<file path="config.mk">
export PLATFORM = sky130hd
export DESIGN_NAME = router_sync_n
export DESIGN_NICKNAME = d
export VERILOG_FILES = /design/src/rtl/router_pkg.sv /design/src/rtl/router_sync_timer.sv /design/src/rtl/router_sync_n.sv
export SDC_FILE = /design/constraint.sdc
export NUM_CORES = 1
export LEC_CHECK = 0
export ABC_AREA = 1
export CAP_MARGIN = 25
export CORE_UTILIZATION = 45
export CTS_CLUSTER_DIAMETER = 40
export DETAILED_ROUTE_END_ITERATION = 8
export HOLD_SLACK_MARGIN = 0.1
export PLACE_DENSITY = 0.7
export SLEW_MARGIN = 20
export SYNTH_ARGS = -nofsm -noshare
export SYNTH_HDL_FRONTEND = slang
export SYNTH_SLANG_ARGS = --single-unit
</file>
<file path="constraint.sdc">
create_clock -name clk -period 2.85 [get_ports clk]
set_clock_uncertainty 0.15 [all_clocks]
set_input_delay 0.57 -clock clk [delete_from_list [all_inputs] [get_ports clk]]
set_output_delay 0.57 -clock clk [all_outputs]
set_load 0.1 [all_outputs]
</file>
<file path="src/rtl/router_pkg.sv">
// -----------------------------------------------------------------------------
// router_pkg
// Shared constants and helpers for the router datapath: the default port count
// and starvation timeout, and the constant functions that size the address
// field and the per-port timer. Used by the synchroniser, its timer sub-module,
// the output FIFOs and the router top level.
// -----------------------------------------------------------------------------
package router_pkg;

    localparam int DEFAULT_NUM_PORTS = 3;
    localparam int DEFAULT_TIMEOUT   = 30;

    // Ceiling log2, usable in parameter expressions. clog2(1) = 0.
    function automatic int clog2(input int value);
        int result;
        result = 0;
        for (int i = 0; i < 31; i++) begin
            if ((1 << i) < value) begin
                result = i + 1;
            end
        end
        return result;
    endfunction

    // Address field width: a single-bit field is kept even when only one
    // encoding would be needed, so the port never collapses to zero width.
    function automatic int addr_width(input int num_ports);
        int w;
        w = clog2(num_ports);
        return (w < 1) ? 1 : w;
    endfunction

endpackage

</file>
<file path="src/rtl/router_sync_timer.sv">
// -----------------------------------------------------------------------------
// router_sync_timer
// Starvation watchdog for one output FIFO. Counts consecutive clock edges on
// which the FIFO holds data (vld) but is not being read (rd). On the
// TIMEOUT-th such edge it raises soft_reset for exactly one cycle and starts
// counting again from zero, so a FIFO that stays abandoned is flushed every
// TIMEOUT cycles.
//
// Ports:
//   clk         in   system clock, rising edge
//   resetn      in   asynchronous active-low reset
//   vld         in   FIFO holds data (non-empty)
//   rd          in   FIFO read enable from the destination side
//   soft_reset  out  one-cycle FIFO flush pulse
// -----------------------------------------------------------------------------
module router_sync_timer
    import router_pkg::*;
#(
    parameter int TIMEOUT = DEFAULT_TIMEOUT,
    parameter int CNT_W   = clog2(TIMEOUT + 1)
) (
    input  logic clk,
    input  logic resetn,
    input  logic vld,
    input  logic rd,
    output logic soft_reset
);

    // The count stops at TIMEOUT-1 and is cleared on the expiring edge,
    // so it can never wrap regardless of CNT_W.
    localparam logic [CNT_W-1:0] LAST_COUNT = CNT_W'(TIMEOUT - 1);

    logic [CNT_W-1:0] count;

    always_ff @(posedge clk or negedge resetn) begin
        if (!resetn) begin
            count      <= '0;
            soft_reset <= 1'b0;
        end else if (!vld || rd) begin
            // Either nothing to read or the reader is alive: not starved.
            count      <= '0;
            soft_reset <= 1'b0;
        end else if (count == LAST_COUNT) begin
            count      <= '0;
            soft_reset <= 1'b1;
        end else begin
            count      <= count + 1'b1;
            soft_reset <= 1'b0;
        end
    end

endmodule

</file>
<file path="src/rtl/router_sync_n.sv">
// -----------------------------------------------------------------------------
// router_sync_n
// Synchroniser between the router FSM/register block and NUM_PORTS output
// FIFOs. Latches the destination address from the header byte, steers the
// FSM's write request to the addressed FIFO, returns that FIFO's full flag to
// the FSM, publishes per-port valid flags and runs one starvation timer per
// port that flushes FIFOs left unread for TIMEOUT cycles. Addresses at or
// beyond NUM_PORTS are flagged and their packets are dropped.
//
// Ports:
//   clk            in   system clock, all state on rising edge
//   resetn         in   asynchronous active-low reset
//   detect_add     in   header strobe; latch datain on this edge
//   write_enb_reg  in   FSM write request for the current byte
//   datain         in   destination address field of the header byte
//   full           in   per-FIFO full flags
//   empty          in   per-FIFO empty flags
//   read_enb       in   per-FIFO read enables from the destination side
//   write_enb      out  one-hot (or zero) FIFO write enables
//   fifo_full      out  full flag of the currently addressed FIFO
//   vld_out        out  per-port data-valid (FIFO non-empty)
//   soft_reset     out  per-port one-cycle FIFO flush pulse
//   addr_err       out  latched address is not a valid port
// -----------------------------------------------------------------------------
module router_sync_n
    import router_pkg::*;
#(
    parameter int NUM_PORTS = DEFAULT_NUM_PORTS,
    parameter int TIMEOUT   = DEFAULT_TIMEOUT,
    parameter int ADDR_W    = addr_width(NUM_PORTS),
    parameter int CNT_W     = clog2(TIMEOUT + 1)
) (
    input  logic                 clk,
    input  logic                 resetn,
    input  logic                 detect_add,
    input  logic                 write_enb_reg,
    input  logic [ADDR_W-1:0]    datain,
    input  logic [NUM_PORTS-1:0] full,
    input  logic [NUM_PORTS-1:0] empty,
    input  logic [NUM_PORTS-1:0] read_enb,
    output logic [NUM_PORTS-1:0] write_enb,
    output logic                 fifo_full,
    output logic [NUM_PORTS-1:0] vld_out,
    output logic [NUM_PORTS-1:0] soft_reset,
    output logic                 addr_err
);

    // One extra bit so NUM_PORTS itself is representable even when it is a
    // power of two (e.g. 4 ports with a 2-bit address field).
    localparam logic [ADDR_W:0] PORT_LIMIT = (ADDR_W + 1)'(NUM_PORTS);

    logic [ADDR_W-1:0] addr_reg;
    logic              sel_full;

    // Address latch. A header on the same edge as a write request only takes
    // effect for the following byte; the current byte still uses addr_reg.
    always_ff @(posedge clk or negedge resetn) begin
        if (!resetn) begin
            addr_reg <= '0;
            addr_err <= 1'b0;
        end else if (detect_add) begin
            addr_reg <= datain;
            addr_err <= ({1'b0, datain} >= PORT_LIMIT);
        end
    end

    // Write-enable decode and full-flag mux. The loop compares against each
    // legal port only, so an out-of-range addr_reg selects nothing and never
    // indexes past the end of full[].
    always_comb begin
        write_enb = '0;
        sel_full  = 1'b0;
        for (int i = 0; i < NUM_PORTS; i++) begin
            if (addr_reg == ADDR_W'(i)) begin
                write_enb[i] = write_enb_reg & ~addr_err;
                sel_full     = full[i];
            end
        end
    end

    // A bad address reports "not full" so the FSM keeps consuming the packet,
    // whose bytes are silently dropped by the gated write enables above.
    assign fifo_full = ~addr_err & sel_full;

    assign vld_out = ~empty;

    for (genvar g = 0; g < NUM_PORTS; g++) begin : g_timer
        router_sync_timer #(
            .TIMEOUT (TIMEOUT),
            .CNT_W   (CNT_W)
        ) u_timer (
            .clk        (clk),
            .resetn     (resetn),
            .vld        (vld_out[g]),
            .rd         (read_enb[g]),
            .soft_reset (soft_reset[g])
        );
    end

endmodule

</file>
==> results.md <==
* Int Power at 0.000413 W
* Part of the power in registers at roughly 52%
* Crit Path Category: in2out
* WP data required at between 2000 and 2500 ps
* CP endpoint: write_enb[0]
* First-pass GRT wire length at roughly 3300 um
* Antenna viol nets, final at 0
* Clock sink count at 21
* Net Sw Power at roughly 0.00019 W
* Initial Utilization at between 40 and 50%
* CTS max path bufs at 2
* Most frequent cells in the layout: inv_1 (24), dfrtp_1 (21), nand2_1 (19), nor2_1 (18), clkdlybuf4s50_1 (14)
* Postcts setup bufs at 0
* CP Launch Point: write_enb_reg
* Routed via count at 871
* Cell Pwr Density at roughly 410 nW/um^2
* Crit path arrival time at roughly 1600 ps
* GRT Util Overall at 16.4%
* Fill count at between 150 and 200
* Hpwl dp at roughly 1400 um
* Clk network pwr share at between 20% and 30%
* FF/Latch Area at 526 um^2
* Largest register FFs at 15
* CTS Buf Count at 3
* Most common cell after layout, fill and taps aside: inv_1
* Die area at roughly 2700 um^2
* Max Fclk at between 0.4 and 0.5 GHz
* Drt first pass iters at 4
* CTS H-tree lvls at 1
* Vias per Instance at 4.79
* I/O Buffers at 25
* Final nets at around 180
* Tot Pwr at between 0.0006 and 0.0007 W
* Chip width at slightly above 50 um
* FF-to-FF path depth at 6
* Routed len/inst at ~10 um
* Crit Reg-Reg Endpoint: g_timer[1].u_timer.count[4]
* Final setup violation count at 0
* Leakage at ~0.73 nW
* Final Critical Period at approximately 2300 ps
* Global route overflow at 0
* Status: completed
* Ports at 26
* Routability Congestion at ~0.76
* RSZ-0062 raised after global routing: false
* Slew @ Worst Pin at around 280 ps
* Multi-input gate area at roughly 460 um^2
* Vias in the first global route at 846
* Slew margin rel. at about 80%
* Critical path endpoint category: output pin
* N_diodes at 0
* DIE HEIGHT at roughly 51 um
* Placed cell area at about 1400 um^2
* Design area at about 1500 um^2
* Core area at ~2300 um^2
* Final period util at between 80% and 90%
* Cell Rows at 17
* First DRT Iteration DRCs at 21
* Post-synth top area share at roughly 48%
* Main area contributors after synthesis: dfrtp_1 (48%), inv_1 (8.2%), ha_1 (6.8%), nand2_1 (6.5%), nor2_1 (6.1%)
* Layout Area Growth over Synthesis at 31.8%
* Initial antenna violation count at 0
* Mapped Cells at 130
* Post-Syn Area per Cell at roughly 8.5 um^2
* Net Sw Frac at between 30% and 40%
* Worst-Skew Late Latency at a little under 300 ps
* Reg-to-reg critical path startpoint: g_timer[1].u_timer.count[0]
* Final WL at roughly 1800 um
* Logic gate share of total power at 24.8%
* Synth cell types at 18
* Clk root buf: clkbuf_4
* Final Hold Vio Count at 0
* Synthesized cell area at 1100 um^2
* Setup slack, reg-to-reg at about 1600 ps
* Largest net degree at the start of global routing at 22
* Peak supply drop at between 0.0003 and 0.0004 V
* Register bit count reported by yosys at 21
* Post-CTS Hold Fix Bufs at 0
* Max-cap viol count at 0
* DRC violations left at 0
* Post_cts resized at 0
* Yosys Warn Count at 0
* Sequential area share after synthesis at about 48%
* Worst min-delay path class: reg2reg
* CTS tree: done
* Critical path launch point type: primary input
* Clk slew on worst S/H paths at ~110 ps
* Share of cells above drive strength 1 at 18.2%
* Pins Over Slew Limit at 0
* Critical path peak fanout at 3
* Synth area leader: dfrtp_1
* Synthesized Nets at ~150
-- per-layer routing --
layer  wire length [um]  vias to the layer above  global-route usage [%]
met5                  0                        -                       0
met4                 16                        0                    6.76
met3                 91                        2                    2.92
met2                898                       22                    28.6
met1                815                      405                    19.8
li1                   -                      442                       -
-- stage by stage --
step / util (%) / hold WS, ps / std cells / setup WS (ps) / TNS, ps
final: 64.4 / 347 / 182 / 540 / 0
after global routing: 64.4 / 391 / 182 / 501 / 0
after CTS: 64.4 / 353 / 182 / 545 / 0
after detailed placement: 63.2 / 337 / 178 / 552 / 0
after global placement: 63.2 / 330 / 178 / 603 / 0
after floorplan: - / 124 / 130 / -93.7 / -281
-- final cells by class --
class	instances	area share (%)
clock buffer	3	1.55
clock inverter	1	0.345
inverter	24	6.20
multi-input combinational	79	31.4
sequential	21	36.2
tap	28	2.41
timing repair buffer	26	21.9
-- worst min path at each step --
stage	startpoint	endpoint	slack [ps]	depth (start not counted)
global placement	g_timer[2].u_timer.count[0]	g_timer[2].u_timer.count[0]	330	1
global route	g_timer[2].u_timer.count[0]	g_timer[2].u_timer.count[0]	390	1
detailed placement	g_timer[2].u_timer.count[0]	g_timer[2].u_timer.count[0]	340	1
finish	g_timer[2].u_timer.count[0]	g_timer[2].u_timer.count[0]	350	1
CTS	g_timer[2].u_timer.count[0]	g_timer[2].u_timer.count[0]	350	1
floorplan	resetn	addr_err	120	0
-- power groups by stage --
stage,Sequential [W],Clock [W],Combinational (W)
CTS,0.000314,0.000147,0.000151
detailed placement,0.000320,0,0.000150
global placement,0.000319,0,0.000148
finish,0.000314,0.000139,0.000149
global route,0.000316,0.000163,0.000160
floorplan,0.000327,0,0.0000781
-- cells by family after synthesis --
family	count (synthesis)	share of synthesized area, %
fa+ha+maj	6	6.81
simple gates	63	26.6
xor+xnor	3	2.38
buf+inv	30	12.3
compound gates	7	4.31
flops	21	47.7
-- synth_stat cells --
| cell type | number |
|---|---|
| nand2_1 | 19 |
| inv_1 | 24 |
| nor3_1 | 4 |
| dfrtp_1 | 21 |
| a21oi_2 | 1 |
| o21ai_0 | 3 |
| ha_1 | 6 |
| o21bai_1 | 1 |
| nand2_4 | 1 |
| nor3_2 | 2 |
| o21bai_2 | 1 |
| nand2_2 | 4 |
| nand4_1 | 2 |
| a21oi_1 | 1 |
| xnor2_1 | 3 |
| nand3_1 | 13 |
| nor2_1 | 18 |
| buf_4 | 6 |
-- worst max-delay path, cell delays in order --
cell	delay, ps
clkdlybuf4s50_1	460
nand2_1	120
nor3_2	230
buf_12	210
(Power assumes the default switching activity.)
